## src/rtl/ntt_sdf_stage_ctrl_if.sv

```systemverilog
// Control bundle between one SDF NTT stage controller and its datapath.
// master = controller side, slave = datapath / upstream side.
interface ntt_sdf_stage_ctrl_if #(
  parameter int unsigned LOGN = 3
);
  logic            in_valid;
  logic            in_ready;
  logic            flush;
  logic            fifo_push;
  logic            fifo_pop;
  logic            sel_fb;
  logic            sel_out;
  logic            bf_enable;
  logic [LOGN-1:0] tw_addr;
  logic            out_valid;
  logic            out_last;
  logic            busy;

  modport master (
    input  in_valid, flush,
    output in_ready, fifo_push, fifo_pop, sel_fb, sel_out, bf_enable,
    output tw_addr, out_valid, out_last, busy
  );

  modport slave (
    output in_valid, flush,
    input  in_ready, fifo_push, fifo_pop, sel_fb, sel_out, bf_enable,
    input  tw_addr, out_valid, out_last, busy
  );
endinterface

```

## src/rtl/ntt_sdf_stage_ctrl.sv

```systemverilog
// Sequencer for one radix-2 SDF NTT stage: FILL/BFLY phase tracking over N-point
// frames, feedback FIFO/mux/butterfly strobes, twiddle addressing and final drain.
module ntt_sdf_stage_ctrl #(
  parameter int unsigned N     = 8,
  parameter int unsigned STAGE = 0,
  parameter int unsigned LOGN  = $clog2(N)
) (
  input  logic                clk,
  input  logic                rst,
  ntt_sdf_stage_ctrl_if.master ctrl
);
  localparam int unsigned D    = N >> (STAGE + 1);
  localparam int unsigned CntW = (D > 1) ? $clog2(D) : 1;
  localparam logic [CntW-1:0] CntMax = CntW'(D - 1);

  typedef enum logic [1:0] {StFill, StBfly, StDrain} phase_e;

  phase_e          phase_q, phase_d;
  logic [CntW-1:0] cnt_q, cnt_d;
  logic            pending_q, pending_d;

  logic            cnt_last;
  logic [LOGN-1:0] tw_cnt;

  logic            in_ready, fifo_push, fifo_pop, sel_fb, sel_out, bf_enable;
  logic            out_valid, out_last, busy;
  logic [LOGN-1:0] tw_addr;

  assign cnt_last = (cnt_q == CntMax);
  // cnt < D, so the shifted index stays below N/2 and never wraps.
  assign tw_cnt   = LOGN'(cnt_q) << STAGE;

  always_ff @(posedge clk) begin
    if (rst) begin
      phase_q   <= StFill;
      cnt_q     <= '0;
      pending_q <= 1'b0;
    end else begin
      phase_q   <= phase_d;
      cnt_q     <= cnt_d;
      pending_q <= pending_d;
    end
  end

  always_comb begin
    phase_d   = phase_q;
    cnt_d     = cnt_q;
    pending_d = pending_q;
    in_ready  = 1'b1;
    fifo_push = 1'b0;
    fifo_pop  = 1'b0;
    sel_fb    = 1'b0;
    sel_out   = 1'b0;
    bf_enable = 1'b0;
    out_valid = 1'b0;
    out_last  = 1'b0;
    tw_addr   = '0;
    busy      = pending_q | (cnt_q != '0) | (phase_q != StFill);

    unique case (phase_q)
      StFill: begin
        if (ctrl.in_valid) begin
          // Store the new first operand while emitting the previous frame's difference.
          fifo_push = 1'b1;
          fifo_pop  = pending_q;
          out_valid = pending_q;
          out_last  = pending_q & cnt_last;
          tw_addr   = tw_cnt;
          if (cnt_last) begin
            cnt_d     = '0;
            phase_d   = StBfly;
            pending_d = 1'b0;
          end else begin
            cnt_d = cnt_q + CntW'(1);
          end
        end else if (ctrl.flush && pending_q && (cnt_q == '0)) begin
          phase_d = StDrain;
        end
      end
      StBfly: begin
        if (ctrl.in_valid) begin
          fifo_push = 1'b1;
          fifo_pop  = 1'b1;
          sel_fb    = 1'b1;
          sel_out   = 1'b1;
          bf_enable = 1'b1;
          out_valid = 1'b1;
          if (cnt_last) begin
            cnt_d     = '0;
            phase_d   = StFill;
            pending_d = 1'b1;
          end else begin
            cnt_d = cnt_q + CntW'(1);
          end
        end
      end
      StDrain: begin
        in_ready  = 1'b0;
        fifo_pop  = 1'b1;
        out_valid = 1'b1;
        out_last  = cnt_last;
        tw_addr   = tw_cnt;
        if (cnt_last) begin
          cnt_d     = '0;
          phase_d   = StFill;
          pending_d = 1'b0;
        end else begin
          cnt_d = cnt_q + CntW'(1);
        end
      end
      default: begin
        phase_d = StFill;
        cnt_d   = '0;
      end
    endcase

    // Hold every strobe quiet while reset is asserted, whatever in_valid does.
    if (rst) begin
      in_ready  = 1'b1;
      fifo_push = 1'b0;
      fifo_pop  = 1'b0;
      sel_fb    = 1'b0;
      sel_out   = 1'b0;
      bf_enable = 1'b0;
      out_valid = 1'b0;
      out_last  = 1'b0;
      tw_addr   = '0;
      busy      = 1'b0;
    end
  end

  assign ctrl.in_ready  = in_ready;
  assign ctrl.fifo_push = fifo_push;
  assign ctrl.fifo_pop  = fifo_pop;
  assign ctrl.sel_fb    = sel_fb;
  assign ctrl.sel_out   = sel_out;
  assign ctrl.bf_enable = bf_enable;
  assign ctrl.tw_addr   = tw_addr;
  assign ctrl.out_valid = out_valid;
  assign ctrl.out_last  = out_last;
  assign ctrl.busy      = busy;
endmodule

```

## src/flat_wrapper.sv

```systemverilog
// flat-port wrapper written by rule: the top's interface ports become plain ports
module ntt_sdf_stage_ctrl_flat 
#(
  parameter int unsigned N     = 8,
  parameter int unsigned STAGE = 0,
  parameter int unsigned LOGN  = $clog2(N)
)
  (clk, rst, ctrl_in_valid, ctrl_flush, ctrl_in_ready, ctrl_fifo_push, ctrl_fifo_pop, ctrl_sel_fb, ctrl_sel_out, ctrl_bf_enable, ctrl_tw_addr, ctrl_out_valid, ctrl_out_last, ctrl_busy);
  ntt_sdf_stage_ctrl_if #(.LOGN(LOGN)) ctrl_i ();
  input  logic clk;
  input  logic rst;
  input wire logic [$bits(ctrl_i.in_valid)-1:0] ctrl_in_valid;
  input wire logic [$bits(ctrl_i.flush)-1:0] ctrl_flush;
  output wire logic [$bits(ctrl_i.in_ready)-1:0] ctrl_in_ready;
  output wire logic [$bits(ctrl_i.fifo_push)-1:0] ctrl_fifo_push;
  output wire logic [$bits(ctrl_i.fifo_pop)-1:0] ctrl_fifo_pop;
  output wire logic [$bits(ctrl_i.sel_fb)-1:0] ctrl_sel_fb;
  output wire logic [$bits(ctrl_i.sel_out)-1:0] ctrl_sel_out;
  output wire logic [$bits(ctrl_i.bf_enable)-1:0] ctrl_bf_enable;
  output wire logic [$bits(ctrl_i.tw_addr)-1:0] ctrl_tw_addr;
  output wire logic [$bits(ctrl_i.out_valid)-1:0] ctrl_out_valid;
  output wire logic [$bits(ctrl_i.out_last)-1:0] ctrl_out_last;
  output wire logic [$bits(ctrl_i.busy)-1:0] ctrl_busy;
  assign ctrl_i.in_valid = ctrl_in_valid;
  assign ctrl_i.flush = ctrl_flush;
  assign ctrl_in_ready = ctrl_i.in_ready;
  assign ctrl_fifo_push = ctrl_i.fifo_push;
  assign ctrl_fifo_pop = ctrl_i.fifo_pop;
  assign ctrl_sel_fb = ctrl_i.sel_fb;
  assign ctrl_sel_out = ctrl_i.sel_out;
  assign ctrl_bf_enable = ctrl_i.bf_enable;
  assign ctrl_tw_addr = ctrl_i.tw_addr;
  assign ctrl_out_valid = ctrl_i.out_valid;
  assign ctrl_out_last = ctrl_i.out_last;
  assign ctrl_busy = ctrl_i.busy;
  ntt_sdf_stage_ctrl #(.N(N), .STAGE(STAGE), .LOGN(LOGN)) u_core (.clk(clk), .rst(rst), .ctrl(ctrl_i));
endmodule
```

## config.mk

```make
export PLATFORM = sky130hd
export DESIGN_NAME = ntt_sdf_stage_ctrl_flat
export DESIGN_NICKNAME = d
export VERILOG_FILES = /design/src/rtl/ntt_sdf_stage_ctrl_if.sv /design/src/rtl/ntt_sdf_stage_ctrl.sv /design/src/flat_wrapper.sv
export SDC_FILE = /design/constraint.sdc
export NUM_CORES = 1
export LEC_CHECK = 0
export ABC_AREA = 1
export BUFFER_PORTS_ARGS = -buffer_cell sky130_fd_sc_hd__clkbuf_2
export CAP_MARGIN = 20
export CORE_AREA = 2 2 39 41
export DETAILED_ROUTE_END_ITERATION = 12
export DIE_AREA = 0 0 41 43
export GPL_TIMING_DRIVEN = 0
export HOLD_SLACK_MARGIN = 0.12
export PLACE_DENSITY_LB_ADDON = 0.15
export SYNTH_ARGS = -nofsm -noshare
export SYNTH_HDL_FRONTEND = slang
export SYNTH_SLANG_ARGS = --single-unit
```

## constraint.sdc

```tcl
create_clock -name clk -period 3.8 [get_ports clk]
set_clock_uncertainty 0.15 [all_clocks]
set_input_delay 0.57 -clock clk [delete_from_list [all_inputs] [get_ports clk]]
set_output_delay 0.57 -clock clk [all_outputs]
set_load 0.02 [all_outputs]
```

# Yosys cells after proc, flatten, opt, wreduce, memory -nomap -nowiden
# Cells that the tools add are included.
# word_totals
regBits	5
in_bits	4
output_inout_bits	12
elab_cells	57
# classes
add_sub_neg	1
eq_ne	9
mux	31
bitwise_logic	3
n_reduce_logical	10
# ops
op	n
1-bit 2-to-1 mux	16
2-bit 2-to-1 mux	8
3-bit by 2-bit inequality test with 1-bit output (second input constant)	2
1-bit one-hot mux with 3 select lines	2
2-bit one-hot mux with 3 select lines	1
3-bit one-hot mux with 2 select lines	1
2-bit == test (second input constant)	2
2-bit logical NOT	2
2-bit by 1-bit inequality test with 1-bit output (second input constant)	2
2-bit inequality test (second input constant)	2
2-bit one-hot mux with 2 select lines	1
4-bit AND reduction	1
2-bit nonzero test	2
3-bit 2-to-1 mux	1
3-bit AND reduction	1
3-bit nonzero test	1
2-bit by 1-bit adder with 2-bit output (second input constant)	1
2-bit by 1-bit == test with 1-bit output (second input constant)	1
1-bit logical AND	2
1-bit bitwise OR	2
1-bit one-hot mux with 2 select lines	1
2-bit OR reduction	1
1-bit bitwise AND	1

# Depth between registers and ports, before layout
# Gate-level depths: netlist of run 1.
# depth
word_depth	5
mapped_depth	9
ltp_nobuf	9

# Worst setup path before layout of run 1
# No wires, ideal clock.
# synth_timing
path_kind	reg2out
startpoint	register u_core.phase_q[0]
endpoint	output port ctrl_out_last
arrival_time_ns	1.384
required_ns	3.080
path_slack_ns	1.696
stages_incl_launch_ff	5
n_path_buf	0
path_cell_list	dfxtp_1 -> inv_1 -> ha_1 -> a21oi_1 -> nor4_1
# synth_between
elab_chain_cells	3
word_cells_on_any_way	4
classes_between	eq/ne: 1; mux: 2; reduce/logical: 1
# synth_rtl
element	line_no	source
from (decl)	ntt_sdf_stage_ctrl.sv:18	phase_e phase_q, phase_d;
from (signal assigned)	ntt_sdf_stage_ctrl.sv:35	phase_q <= StFill;
from (signal assigned)	ntt_sdf_stage_ctrl.sv:39	phase_q <= phase_d;
2-bit == test or 2-bit logical NOT (tied branches)	ntt_sdf_stage_ctrl.sv:60	unique case (phase_q)
1-bit one-hot mux with 2 select lines *	ntt_sdf_stage_ctrl.sv:60	
1-bit 2-to-1 mux *	ntt_sdf_stage_ctrl.sv:118	if (rst) begin
to (decl)	flat_wrapper.sv:22	output wire logic [$bits(ctrl_i.out_last)-1:0] ctrl_out_last;
# Mark *: on every way between the ends. The rest lies on a longest branch, timed or not.

# Final worst setup path of run 1
# layout_timing
startpoint	register u_core.phase_q[0]
endpoint	output port ctrl_out_valid
# layout_between
elab_chain_cells	3
word_cells_on_any_way	5
classes_between	eq/ne: 2; mux: 2; reduce/logical: 1
# layout_rtl
element	line_no	source
2-bit == test, or another cell as far along	ntt_sdf_stage_ctrl.sv:60	
1-bit one-hot mux with 3 select lines *	ntt_sdf_stage_ctrl.sv:60	
1-bit 2-to-1 mux *	ntt_sdf_stage_ctrl.sv:118	
to (decl)	flat_wrapper.sv:21	output wire logic [$bits(ctrl_i.out_valid)-1:0] ctrl_out_valid;
# Marked as above.

==> flow_summary.json, run 1 <==
{
  "outcome": "completed",
  "synth.most_common_cell": "nand2_1",
  "place_congestion": 0.732,
  "yosys.area.top_type": "dfxtp_1",
  "synthesis.nets": 79,
  "grt_max_degree": 9,
  "synth_cells": 69,
  "wl_per_cell_um": 9.17,
  "peakVddDrop_mv": 0.298,
  "ys_ff_latch": 5,
  "h-tree-depth": 1,
  "async_flop_share_pct": 0,
  "dp.cells": 99,
  "place.port_buffers": 14,
  "cap_violations": 0,
  "tns_ns": 0,
  "synth_flop_cell": "dfxtp_1",
  "seq_area_sq_um": 100,
  "synth_top_area_share_pct": 22.3,
  "ctsHoldBuffers": 0,
  "core_sq_um": 1380,
  "rsz0062_at_grt": "no",
  "cts_resized": 0,
  "cts.reportedPaths.clkPinSlew_ns": 0.04,
  "cts-root-buf": "clkbuf_4",
  "drt_first_pass_iters": 4,
  "cts_buffers": 3,
  "drive_above_1_share_pct": 26.4,
  "grt_pass1_wl_um": 1570,
  "combPwrFrac_pct": 64.3,
  "fmax_mhz": 449,
  "grt_usage_pct": 13.3,
  "required_ns": 3.08,
  "ys_types": 18,
  "yosys-top-cells-area": "dfxtp_1, ha_1, nand2_1",
  "worst_slack_ns": 1.57,
  "final_area_sq_um": 564,
  "diodes": 0,
  "fillers": 159,
  "p_sw_share_pct": 49.0,
  "start_kind": "register",
  "slew_violations": 0,
  "hold_viol": 0,
  "vias_per_cell": 4.51,
  "die_x_um": 41,
  "min_path_type": "reg -> reg",
  "synth_warnings": 0,
  "seq_area_frac_synth_pct": 22.3,
  "post-cts-setup-buffer-count": 0,
  "hpwlAfterDp_um": 806,
  "leakage_nw": 0.316,
  "fin_crit_sh_pct": 58.6,
  "vias": 465,
  "cts.sinks": 5,
  "worstHoldStart": "u_core.cnt_q[0]$_SDFFE_PP0P_",
  "io-pin-count": 16,
  "synth_edf_count": 0,
  "clockBufferDepth": 2,
  "drt_iter0_markers": 3,
  "final-setup-viol-count": 0,
  "power.density_nw_per_um2": 712,
  "antenna_found_initial": 0,
  "synth_area_per_cell_sq_um": 6.49,
  "p_clk_share_pct": 14.8,
  "met2_usage_pct": 20.3,
  "syn_area_sq_um": 448,
  "core.rowCount": 14,
  "drc": 0,
  "grtUsageMet1_pct": 15.1,
  "power_switching_mw": 0.197,
  "met3_usage_pct": 9.42,
  "pre_cts_slack_ns": 1.62,
  "crit_arrival_ns": 1.51,
  "grt-busiest-layer": "met2",
  "first_global_vias": 420,
  "die_h_um": 43,
  "place_area_sq_um": 538,
  "worstReg2RegStart": "u_core.phase_q[0]$_SDFFE_PP0P_",
  "utilization_pct": 40.8,
  "start_util_pct": 32.4,
  "routed_wl_um": 944,
  "clock_latency_ns": 0.24,
  "layout_min_cycle_time_ns": 2.23,
  "crit_type": "reg -> out",
  "cp_max_fo": 5,
  "flow.area_growth_from_synthesis_pct": 26.0,
  "synthTopCellsByCount": "nand2_1, inv_1, nor2_1, ha_1, nand3_1",
  "dieArea_sq_um": 1760,
  "fin_nets": 98,
  "cts_tree": "yes",
  "final_cells": 103,
  "gr-total-overflow": 0,
  "seqPwrFrac_pct": 20.9,
  "multi_input_area_sq_um": 273,
  "startpoint": "u_core.phase_q[0]$_SDFFE_PP0P_",
  "p_int_mw": 0.205,
  "ant_nets": 0,
  "cp-end-kind": "output pin"
}
==> placed cells by master, fill, tap and decap left out, types with 2 or more instances in the layout <==
cell	instances
nand3_1	6
nor2_1	7
nand2_1	14
inv_1	12
a21oi_1	4
nand4_1	2
dfxtp_1	5
buf_4	4
ha_1	6
clkbuf_4	3
clkbuf_2	14
==> layout make-up <==
| cell class | count | share of cell area (%) |
|---|---|---|
| multi-input combinational | 48 | 48.3 |
| sequential | 5 | 17.7 |
| timing repair buffer | 14 | 12.4 |
| inverter | 12 | 7.98 |
| buffer | 4 | 5.32 |
| clock buffer | 4 | 4.66 |
| tap | 16 | 3.55 |
==> sequential cells by signal, summed over array words and instances (netlist names) <==
register and cells:
u_core.pending_q 1, u_core.cnt_q 2, u_core.phase_q 2
==> power by group through the flow <==
stage,Sequential (mW),Combinational (mW),Clock (mW)
CTS,0.0844,0.262,0.0623
global route,0.0882,0.298,0.0668
floorplan,0.0824,0.204,0
detailed placement,0.0856,0.260,0
global placement,0.0853,0.261,0
finish,0.0842,0.258,0.0593
==> logic make-up (layout without fill, tap and decap cells) <==
group / count (synthesis) / in the layout / share of synthesized area [%]
AND/OR/NAND/NOR: 33 / 33 / 32.7
flip-flops: 5 / 5 / 22.3
adder cells (fa/ha/maj): 6 / 6 / 16.8
buffers and inverters: 16 / 34 / 16.8
AO/OA/AOI/OAI: 8 / 8 / 10.6
other: 1 / 1 / 0.837
==> final timing paths <==
| path | slack, ns | end | cells after the start |
|---|---|---|---|
| worst min register to register | 0.37 | u_core.cnt_q[0]$_SDFFE_PP0P_ | 2 |
| worst max-delay path | 1.57 | ctrl_out_valid | 6 |
| worst max register to register | 2.33 | u_core.phase_q[0]$_SDFFE_PP0P_ | 9 |
| worst min-delay path | 0.37 | u_core.cnt_q[0]$_SDFFE_PP0P_ | 2 |
==> per-layer routing <==
metal,vias to the layer above,part of all wire [%]
met5,-,0
met4,0,0
met3,0,6.6
met2,13,48
met1,199,45
li1,253,-
==> worst max-delay path: stages, from the launching register on <==
cell and delay [ns]:
dfxtp_1 0.35, inv_1 0.09, ha_1 0.27, a31oi_1 0.19, a21oi_1 0.10, buf_4 0.13
clkbuf_2 0.14
==> through the flow <==
stage | power [mW] | hold WS [ns]
floorplan | 0.286 | 0.332
global placement | 0.346 | 0.355
detailed placement | 0.345 | 0.367
CTS | 0.409 | 0.371
global route | 0.453 | 0.393
finish | 0.402 | 0.367
(Power assumes the default switching activity.)
==> run 2, diff against run 1 <==
Clock period 3.8 ns to 1.82 ns, I/O delays scaled along.
==> run 2 against run 1 <==
Effect of this change: total power rose to 2.7 times the previous value; global-route usage grew 1.6 points; hold slack lost 0.20 ns; critical path depth stayed put; combinational power increased to 2.8 times the previous value; sequential power increased to 2.6 times the previous value; die area unchanged; final cell count grew 2.9%; via count up 7.1%; first-iteration DRC count grew to 2.7 times the previous value; wire length grew 15%.
==> flow_summary.json, run 2 (synthesis results as in run 1) <==
{
  "vias_per_cell": 4.70,
  "seq_area_sq_um": 110,
  "cts_buffers": 3,
  "fin_nets": 101,
  "gr-total-overflow": 0,
  "power_switching_mw": 0.506,
  "layout_min_cycle_time_ns": 1.79,
  "min_path_type": "in -> reg",
  "hpwlAfterDp_um": 806,
  "drt_iter0_markers": 8,
  "routed_wl_um": 1080,
  "dieArea_sq_um": 1760,
  "cp-end-kind": "output pin",
  "fmax_mhz": 558,
  "cap_violations": 0,
  "drc": 0,
  "combPwrFrac_pct": 68.1,
  "multi_input_area_sq_um": 342,
  "cts-root-buf": "clkbuf_4",
  "core.rowCount": 14,
  "place.port_buffers": 14,
  "crit_path_max_incr_delay_ns": 0.38,
  "die_h_um": 43,
  "leakage_nw": 0.338,
  "cts_tree": "yes",
  "h-tree-depth": 1,
  "antenna_found_initial": 0,
  "critPathSlowestCell": "dfxtp_4",
  "start_util_pct": 32.4,
  "cts.reportedPaths.clkPinSlew_ns": 0.04,
  "ant_nets": 0,
  "grt_usage_pct": 14.9,
  "final-setup-viol-count": 0,
  "flow.area_growth_from_synthesis_pct": 54.5,
  "met2_usage_pct": 23.8,
  "hold_viol": 0,
  "p_clk_share_pct": 11.7,
  "vias": 498,
  "crit_type": "reg -> out",
  "rsz0062_at_grt": "yes",
  "core_sq_um": 1380,
  "seqPwrFrac_pct": 20.2,
  "grt_max_degree": 9,
  "final_cell_mix": "nand2_1, buf_4, clkbuf_2",
  "crit_arrival_ns": 1.37,
  "required_ns": 1.40,
  "grt_pass1_wl_um": 1760,
  "p_sw_share_pct": 47.0,
  "cp_max_fo": 3,
  "met3_usage_pct": 9.42,
  "wl_per_cell_um": 10.2,
  "clock_latency_ns": 0.24,
  "place_area_sq_um": 538,
  "cts.sinks": 5,
  "final_common_cell": "nand2_1",
  "cpMostUsedCell": "buf_4",
  "utilization_pct": 50.0,
  "fin_crit_sh_pct": 98.5,
  "start_kind": "register",
  "outcome": "completed",
  "fillers": 150,
  "reg2regPathDepth": 10,
  "worst-r2r-setup-slack_ns": 0.34,
  "die_x_um": 41,
  "power.density_nw_per_um2": 1560,
  "final_area_sq_um": 692,
  "first_global_vias": 450,
  "ctsHoldBuffers": 0,
  "drive_above_1_share_pct": 51.1,
  "p_int_mw": 0.571,
  "path_cells": "inv_6 > ha_4 > a31oi_2 > a21oi_2 > buf_4 > buf_4",
  "place_congestion": 0.732,
  "clockBufferDepth": 2,
  "grtUsageMet1_pct": 16.7,
  "slew_violations": 0,
  "peakVddDrop_mv": 0.601,
  "top_regs": "u_core.cnt_q x2, u_core.phase_q x2, u_core.pending_q x1",
  "diodes": 0,
  "finalPower_mw": 1.08,
  "io-pin-count": 16,
  "grt-busiest-layer": "met2",
  "whs_path_depth": 2,
  "drt_first_pass_iters": 4
}
[run 2: cell count changes in the layout (fill, tap and decap cells not counted), moves of 4 or more]
| cell | before | now |
|---|---|---|
| buf_4 | 4 | 12 |
| clkbuf_2 | 14 | 8 |
| dfxtp_1 | 5 | 1 |
| ha_1 | 6 | 2 |
| inv_1 | 12 | 7 |
[run 2: cell type report]
type	count	share of cell area (%)
multi-input cells	48	49.4
repair buffers	17	16.1
flip-flops and latches	5	15.9
inverters	12	7.59
plain buffers	4	4.34
clock buffers	4	3.80
well taps	16	2.89
[run 2: repair_timing]
action | 4_1_cts | 5_1_grt
endpoints found under the setup margin | 8 | 10
buffers inserted | 3 | 0
cloned | 0 | 0
gates resized for setup | 11 | 30
pin swaps | 2 | 3
[run 2: per-layer routing]
metal / share of wire, % / up-vias
li1: - / 261
met3: 7.0 / 0
met5: 0 / -
met4: 0 / 0
met1: 40 / 225
met2: 52 / 12
[run 2: power by group through the flow]
stage	clock network, mW	logic (mW)	registers (mW)
after floorplan	0	0.425	0.172
after global placement	0	0.545	0.178
after detailed placement	0	0.542	0.179
after CTS	0.130	0.634	0.186
after global routing	0.139	0.826	0.225
final	0.126	0.734	0.217
[run 2: final timing paths]
check	start	endpoint
min reg2reg	u_core.cnt_q[0]$_SDFFE_PP0P_	u_core.cnt_q[0]$_SDFFE_PP0P_
min	rst	u_core.cnt_q[0]$_SDFFE_PP0P_
max reg2reg	u_core.phase_q[0]$_SDFFE_PP0P_	u_core.phase_q[0]$_SDFFE_PP0P_
max	u_core.phase_q[0]$_SDFFE_PP0P_	ctrl_out_valid
[run 2: per-stage QoR]
stage / hold slack, ns / TNS (ns) / std cells / worst slack (ns)
floorplan: 0.201 / 0 / 69 / 0.0130
global placement: 0.355 / 0 / 99 / 0.116
detailed placement: 0.367 / 0 / 99 / 0.138
CTS: 0.152 / -0.127 / 106 / -0.0332
global route: 0.162 / -0.0732 / 106 / -0.0451
finish: 0.169 / 0 / 106 / 0.0280
[run 2: critical path: cells and delay by family (launching register included)]
kind                       cells  cell delay, ns
DFF                            1            0.38
adders and majority gates      1            0.16
buffers and inverters          3            0.32
AOI/OAI and AO/OA              2            0.27
